[config.mk]
export PLATFORM = sky130hd
export DESIGN_NAME = traffic_light_ctrl
export DESIGN_NICKNAME = d
export VERILOG_FILES = /design/src/rtl/traffic_light_pkg.sv /design/src/rtl/tick_gen.sv /design/src/rtl/traffic_light_ctrl.sv
export SDC_FILE = /design/constraint.sdc
export NUM_CORES = 1
export LEC_CHECK = 0
export ABC_AREA = 1
export CELL_PAD_IN_SITES_DETAIL_PLACEMENT = 1
export CELL_PAD_IN_SITES_GLOBAL_PLACEMENT = 1
export CORE_UTILIZATION = 35
export DETAILED_ROUTE_END_ITERATION = 6
export GPL_ROUTABILITY_DRIVEN = 0
export GPL_TIMING_DRIVEN = 1
export PLACE_DENSITY_LB_ADDON = 0.2
export SLEW_MARGIN = 25
export SYNTH_ARGS = -nofsm -noshare
export SYNTH_HDL_FRONTEND = slang
export SYNTH_HIERARCHICAL = 1
export SYNTH_SLANG_ARGS = --single-unit
[constraint.sdc]
create_clock -name clk -period 4.9 [get_ports clk]
set_clock_uncertainty 0.15 [all_clocks]
set_input_delay 0.98 -clock clk [delete_from_list [all_inputs] [get_ports clk]]
set_output_delay 0.98 -clock clk [all_outputs]
set_load 0.02 [all_outputs]
[src/rtl/traffic_light_pkg.sv]
// Shared light-state encodings for the controller and the colour LED driver.
package traffic_light_pkg;

  typedef enum logic [1:0] {
    YELLOW = 2'd0,
    RED    = 2'd1,
    GREEN  = 2'd2
  } light_e;

  function automatic light_e next_light(input light_e s);
    case (s)
      RED:     return GREEN;
      GREEN:   return YELLOW;
      default: return RED;
    endcase
  endfunction

endpackage

[src/rtl/tick_gen.sv]
// Free-running 1-second prescaler; tick is registered and high while cnt sits at TICK_DIV-1.
module tick_gen #(
  parameter int TICK_DIV = 100000000
) (
  input  logic clk,
  input  logic rst,
  input  logic en,
  output logic tick
);

  localparam int CW = (TICK_DIV > 2) ? $clog2(TICK_DIV) : 1;
  localparam logic [CW-1:0] TOP = CW'(TICK_DIV - 1);

  logic [CW-1:0] cnt;

  always_ff @(posedge clk or posedge rst) begin
    if (rst) begin
      cnt  <= '0;
      tick <= 1'b0;
    end else if (!en) begin
      tick <= 1'b0;
    end else if (cnt == TOP) begin
      // A freeze landing on TOP dropped the pulse unconsumed; re-issue it before wrapping.
      if (tick) begin
        cnt  <= '0;
        tick <= 1'b0;
      end else begin
        tick <= 1'b1;
      end
    end else begin
      cnt  <= cnt + 1'b1;
      tick <= (cnt + 1'b1 == TOP);
    end
  end

endmodule

[src/rtl/traffic_light_ctrl.sv]
// RED -> GREEN -> YELLOW controller with per-second countdown and pedestrian green shortening.
module traffic_light_ctrl
  import traffic_light_pkg::*;
#(
  parameter int TICK_DIV      = 100000000,
  parameter int GREEN_SEC     = 10,
  parameter int YELLOW_SEC    = 3,
  parameter int RED_SEC       = 8,
  parameter int PED_GREEN_SEC = 2
) (
  input  logic       clk,
  input  logic       rst,
  input  logic       en,
  input  logic       ped_req,
  output logic [1:0] state,
  output logic [3:0] sec_left,
  output logic       ped_pending,
  output logic       tick
);

  localparam logic [3:0] GREEN_T = 4'(GREEN_SEC);
  localparam logic [3:0] YEL_T   = 4'(YELLOW_SEC);
  localparam logic [3:0] RED_T   = 4'(RED_SEC);
  localparam logic [3:0] PED_T   = 4'(PED_GREEN_SEC);

  light_e     state_q, state_d;
  logic [3:0] sec_q, sec_d;
  logic       ped_q, ped_d;
  logic       tick_i;

  tick_gen #(.TICK_DIV(TICK_DIV)) u_tick_gen (
    .clk  (clk),
    .rst  (rst),
    .en   (en),
    .tick (tick_i)
  );

  function automatic logic [3:0] dur(input light_e s);
    case (s)
      GREEN:   return GREEN_T;
      YELLOW:  return YEL_T;
      default: return RED_T;
    endcase
  endfunction

  always_comb begin
    state_d = state_q;
    sec_d   = sec_q;
    ped_d   = ped_q | ped_req;
    case (state_q)
      YELLOW, RED, GREEN: begin
        if (en && tick_i) begin
          if (sec_q > 4'd1) begin
            sec_d = sec_q - 4'd1;
          end else begin
            state_d = next_light(state_q);
            sec_d   = dur(state_d);
          end
        end
        if (state_d == YELLOW && state_q != YELLOW) ped_d = 1'b0;
        // Clamp after any decrement/load so entry and mid-green requests share one path.
        if (en && state_d == GREEN && ped_d && sec_d > PED_T) sec_d = PED_T;
      end
      default: begin
        state_d = RED;
        sec_d   = RED_T;
      end
    endcase
  end

  always_ff @(posedge clk or posedge rst) begin
    if (rst) begin
      state_q <= RED;
      sec_q   <= RED_T;
      ped_q   <= 1'b0;
    end else begin
      state_q <= state_d;
      sec_q   <= sec_d;
      ped_q   <= ped_d;
    end
  end

  assign state       = state_q;
  assign sec_left    = sec_q;
  assign ped_pending = ped_q;
  assign tick        = tick_i;

endmodule

# ---- Word-level counts from Yosys, hierarchy flattened
# Cells that the tools add are included.
# Widths: inputs -> output; s select.
dict set report totals {
  register_bits 35
  inputBits 4
  out_inout_bits 8
  elab_cells 50
}
dict set report classes {
  add_sub_neg 2
  order_cmp 2
  eq_ne 7
  mux 22
  bitwise_logic 1
  n_reduce_logical 11
}
# operator count
set op_table {}
lappend op_table {{$eq 27x27->1 const B} 2}
lappend op_table {{$mux 27} 2}
lappend op_table {{$add 27x1->27 const B} 1}
lappend op_table {{$mux 4} 5}
lappend op_table {{$mux 2} 7}
lappend op_table {{$pmux 4 s2} 1}
lappend op_table {{$eq 2x2->1 const B} 3}
lappend op_table {{$logic_not 2->1} 3}
lappend op_table {{$mux 1} 6}
lappend op_table {{$logic_and 1x1->1} 5}
lappend op_table {{$gt 4x1->1 const B} 1}
lappend op_table {{$gt 4x2->1 const B} 1}
lappend op_table {{$pmux 2 s2} 1}
lappend op_table {{$sub 4x1->4 const B} 1}
lappend op_table {{$reduce_or 3->1} 1}
lappend op_table {{$eq 2x1->1 const B} 1}
lappend op_table {{$ne 2x1->1 const B} 1}
lappend op_table {{$reduce_and 2->1} 1}
lappend op_table {{$reduce_bool 2->1} 1}
lappend op_table {{$or 1x1->1} 1}

# ---- Longest topological paths before layout
dict set report logic_depth {
  depth_word 16
  ltp_mapped 13
  depth_no_buf 13
}

# ---- By module
# Netlist, hierarchy kept.
# module n_inst cells_each area_each_um2 seq_area_each_um2
set by_module_without_submodules {}
lappend by_module_without_submodules {tick_gen 1 318 2045.7 700.7}
lappend by_module_without_submodules {traffic_light_ctrl 1 79 569.3 177.7}

# ---- Least setup slack after synthesis
# OpenSTA, ideal clock, no wires.
dict set report synth_timing {
  kind {flip-flop to flip-flop}
  from {register u_tick_gen.cnt[0]}
  to {register u_tick_gen.cnt[24]}
  setup_time_ns 0.074
  arrival_ns 1.842
  required_time_ns 4.676
  slack_ns 2.834
  path_stages_with_launch 12
  n_path_buf 1
  period_less_slack_ns 2.066
  cell_sequence {dfrtp_1 -> ha_1 -> nand2_2 -> nor2_4 -> nand2_4 -> nor3_2 -> nand2_2 -> or2_4 -> nand2_4 -> inv_4 -> buf_6 -> o21ai_2}
}
dict set report synth_via {
  elab_chain_len 3
  elab_cells_between_ends 5
  cone_classes {1 x add/sub; 2 x eq/ne; 1 x mux; 1 x reduce/logical}
}
# element line
set synth_lines {}
lappend synth_lines {{start, declared} tick_gen.sv:14} ;# logic [CW-1:0] cnt;
lappend synth_lines {{start signal, assigned} tick_gen.sv:31} ;# cnt <= cnt + 1'b1;
lappend synth_lines {{branches (longest 3 deep; another with $add 27x1->27)} n/a}
# Several ways; the timed one is not identified.
# A chain may end at the register's enable or synchronous reset.

# ---- Worst setup path in the final report
dict set report layout_timing {
  from {input en}
  to {register sec_q[0], in the netlist sec_left[0]}
}
dict set report layout_via {
  elab_chain_len 11
  elab_cells_between_ends 16
  cone_classes {1 x order compare; 1 x eq/ne; 8 x mux; 6 x reduce/logical}
}
# element line
set layout_lines {}
lappend layout_lines {{start, declared} traffic_light_ctrl.sv:13} ;# input logic en,
lappend layout_lines {{$logic_and 1x1->1} traffic_light_ctrl.sv:52} ;# if (en && tick_i) begin
lappend layout_lines {{$mux 2} traffic_light_ctrl.sv:52}
lappend layout_lines {{$mux 2} traffic_light_ctrl.sv:50} ;# case (state_q)
lappend layout_lines {{$logic_not 2->1} traffic_light_ctrl.sv:60} ;# if (state_d == YELLOW && state_q != YELLOW) ped_d = 1'b0;
lappend layout_lines {{$logic_and 1x1->1} traffic_light_ctrl.sv:60}
lappend layout_lines {{$mux 1} traffic_light_ctrl.sv:60}
lappend layout_lines {{$mux 1} traffic_light_ctrl.sv:50}
lappend layout_lines {{$logic_and 1x1->1 (2 in a row)} traffic_light_ctrl.sv:62} ;# if (en && state_d == GREEN && ped_d && sec_d > PED_T) sec_d = PED_T;
lappend layout_lines {{$mux 4 *} traffic_light_ctrl.sv:62}
lappend layout_lines {{$mux 4 *} traffic_light_ctrl.sv:50}
lappend layout_lines {{net sec_d[0]} traffic_light_ctrl.sv:27} ;# logic [3:0] sec_q, sec_d;
lappend layout_lines {{end signal, assigned} traffic_light_ctrl.sv:74} ;# sec_q <= RED_T;
lappend layout_lines {{end signal, assigned} traffic_light_ctrl.sv:78} ;# sec_q <= sec_d;
lappend layout_lines {{end, declared} traffic_light_ctrl.sv:27}
# Mark *: on every way through the listed nets, which the timed path passes. The rest lies on a longest branch. The select of a mux whose other input is x is not followed.

==> summary.txt <==
Synth
  • Post-Syn Area per Cell: 6.59 um2
  • Largest area contributor in the netlist: dfrtp_1
  • Post-synthesis sequential area ratio: 0.336
  • Post-synth top area share: 0.316
  • Top post-synthesis cells by area: dfrtp_1 (32%), nand2_1 (18%), inv_1 (8.2%)
  • Post-Syn Nets: between 400 and 500
  • #FFs+latches synth: 35
  • Post-Syn Area: about 2600 um2
  • Synth unique cells: 32
  • YS warnings: 6
  • Post-Syn Instances: 397

Clock tree
  • CTS tree: yes
  • Root buf cell: clkbuf_8
  • Clock sinks: 35
  • CTS Buf Count: 5
  • Clock buffer depth: 2
  • H-tree Lvls: 2
  • Clk slew on worst S/H paths: 0.09 ns
  • Clock Latency Late Sink: 0.30 ns
  • Post-cts sizing count: 0
  • Cts-stage hold buffer count: 0
  • # Post-CTS Setup Buffers: 0

GRT
  • Largest net degree at the start of global routing: 29
  • GRT Util Overall: 0.213
  • Vias in the first global route: 2594
  • First-pass GRT wire length: 12600 um
  • Initial antenna violation count: 0
  • Grt total ovfl: 0

Power and ir drop
  • Net Sw Frac: 0.361
  • Power share of the clock group: 0.284
  • IR drop worst, VDD: approximately 0.10 mV
  • Register share of total power: 0.504
  • Logic gate share of total power: 0.212
  • Leak: between 1 and 1.5 nW
  • PwrDens: 256 nW/um2
  • P_int: 0.477 mW
  • NetSw: approximately 0.27 mW

STA
  • Final worst-path cycle share: 0.550
  • Crit path time final: approximately 2.7 ns
  • Final setup vio count: 0
  • Max Slew Vio Count: 0
  • RSZ-0062 raised after global routing: false
  • Setup slack after layout: about 2.2 ns
  • Final Hold Vio Count: 0
  • Worst-Margin Slew: 0.633 ns
  • Slew headroom: 0.577
  • Fmax: 0.371 GHz
  • Total negative slack: 0 ns

Floorplan
  • Rows: 31
  • Die Y: 88.4 um
  • Core area: 7250 um2
  • Die Area: between 7000 and 8000 um2
  • Chip width: about 88 um
  • Initial Util: 0.361
  • I/O pins: 12

Placed design
  • Detailed Place HPWL: roughly 5900 um
  • IO buf count: 11
  • Dpl ws: 1.88 ns

Final layout
  • Commonest non-fill, non-tap cell in the layout: nand2_1
  • Final #Nets: 424
  • Layout Utilization: 0.401
  • Layout cells sized above 1: 0.114
  • Multi-input logic area: 1470 um2
  • ANT cells: 0
  • Commonest non-fill, non-tap cells in the layout: nand2_1 (127), inv_1 (57), nor2_1 (56)
  • Register area: roughly 880 um2
  • Fill cells: 981
  • Layout area overhead: 11.3%

Job
  • Max_cap viols: 0

Critical path
  • Crit path buf inv count: 2
  • R2R setup slack: 2.28 ns
  • CP top delay family: buffers and inverters
  • Crit start category: input port
  • CP max stage cell: clkdlybuf4s50_1
  • Crit-path max cell delay: ~0.8 ns
  • Critical path fanouts, max: 11
  • WP data required: approximately 5.0 ns
  • Worst Path Class, Setup: in2reg
  • Most frequent CP cell: nand2_2
  • Endpoint class of the critical path: flip-flop
  • Arrival @ worst endpoint: roughly 2.7 ns
  • CP Cell Sequence: clkdlybuf4s50_1 > nand2_2 > clkinv_2 > nand3_2 > nand2_1 > nand4_1 > nor2_2 > nand2_2 > nand2_2 > nor2_1

Routing
  • Wirelength per Cell: 14.5 um
  • Routed wire length: 7450 um
  • DR vias/cell: between 4 and 5
  • DRT Pass-1 Iters: 4
  • First DRT Iteration DRCs: 97
  • Vias: 2494
  • DRC violations left: 0
  • Final ANT Viol Nets: 0

Hold path
  • Hold Path Class: reg2reg

Run status
  • Status: complete, no violations
## stage by stage
| step | power, mW | instance area, um2 | cells | hold slack [ns] |
|---|---|---|---|---|
| 2_1_floorplan | 0.492 | 2620 | 397 | 0.325 |
| 6_report | 0.746 | 2910 | 512 | 0.389 |
| 3_3_place_gp | 0.537 | 2830 | 504 | 0.361 |
| 4_1_cts | 0.757 | 2910 | 512 | 0.403 |
| 3_5_place_dp | 0.541 | 2830 | 504 | 0.384 |
| 5_1_grt | 0.802 | 2910 | 512 | 0.439 |
## flip-flops by register name, summed over array words and instances, names as in the netlist
register         cells
ped_pending          1
sec_left             4
state                2
u_tick_gen/cnt      27
u_tick_gen/tick      1
## cell usage after synthesis
library cell and instances:
nand2_1 127, inv_1 57, nor2_1 56, dfrtp_1 33
nand3_1 33, o21ai_0 19, ha_1 8, nand4_1 8
o22ai_2 8, nand2_2 7, o21ai_1 7, nor2_2 4
o21ai_2 4, a21oi_1 2, buf_4 2, dfstp_2 2
inv_2 2, nand2_4 2, nor2_4 2, nor3_1 2
a21oi_2 1, and2_1 1, buf_1 1, buf_6 1
clkinv_2 1, inv_4 1, nand3_2 1, nand4_2 1
nor3_2 1, o21bai_1 1, or2_4 1, xor2_1 1
## cells by family after synthesis
family | Yosys count | share of synthesized area
and+or+nand+nor | 246 | 0.411
xor gates and xnor gates | 1 | 0.00335
DFF | 35 | 0.336
AOI/OAI and AO/OA | 42 | 0.111
adders and majority gates | 8 | 0.0383
buffers and inverters | 65 | 0.100
## worst paths after layout
path | start | end | cells past startpoint
worst min-delay path | u_tick_gen/cnt[25] | u_tick_gen/cnt[25] | 2
min in group asynchronous | rst | ped_pending | 2
max in group asynchronous | rst | u_tick_gen/cnt[11] | 3
worst min register to register | u_tick_gen/cnt[25] | u_tick_gen/cnt[25] | 2
worst max-delay path | en | sec_left[0] | 10
worst max register to register | u_tick_gen/cnt[0] | u_tick_gen/cnt[12] | 11
## power by group through the flow
stage / Combinational, mW / Clock (mW) / Sequential [mW]
floorplan: 0.127 / 0 / 0.365
global placement: 0.157 / 0 / 0.380
detailed placement: 0.159 / 0 / 0.382
CTS: 0.161 / 0.220 / 0.377
global route: 0.185 / 0.232 / 0.385
finish: 0.158 / 0.212 / 0.376
## area by class of cell
cell class / count / area share
Timing Repair Buffer: 12 / 0.0404
Clock buffer: 5 / 0.0236
Multi-Input combinational cell: 297 / 0.506
Inverter: 61 / 0.0800
Sequential cell: 35 / 0.302
Tap cell: 99 / 0.0426
Clock inverter: 3 / 0.00516
## per-layer routing
layer | vias up | global-route usage | wire length [um]
li1 | 1276 | - | -
met1 | 1190 | 0.268 | 3450
met2 | 21 | 0.384 | 3780
met3 | 7 | 0.0317 | 144
met4 | 0 | 0.0469 | 67
met5 | - | 0 | 0
## tightest hold or removal path, cell delays in order, from the launching register on
cell and delay (ns):
dfrtp_1 0.37, nand2_1 0.06, o21ai_0 0.07
No activity file was read; power rests on OpenSTA's default activity.
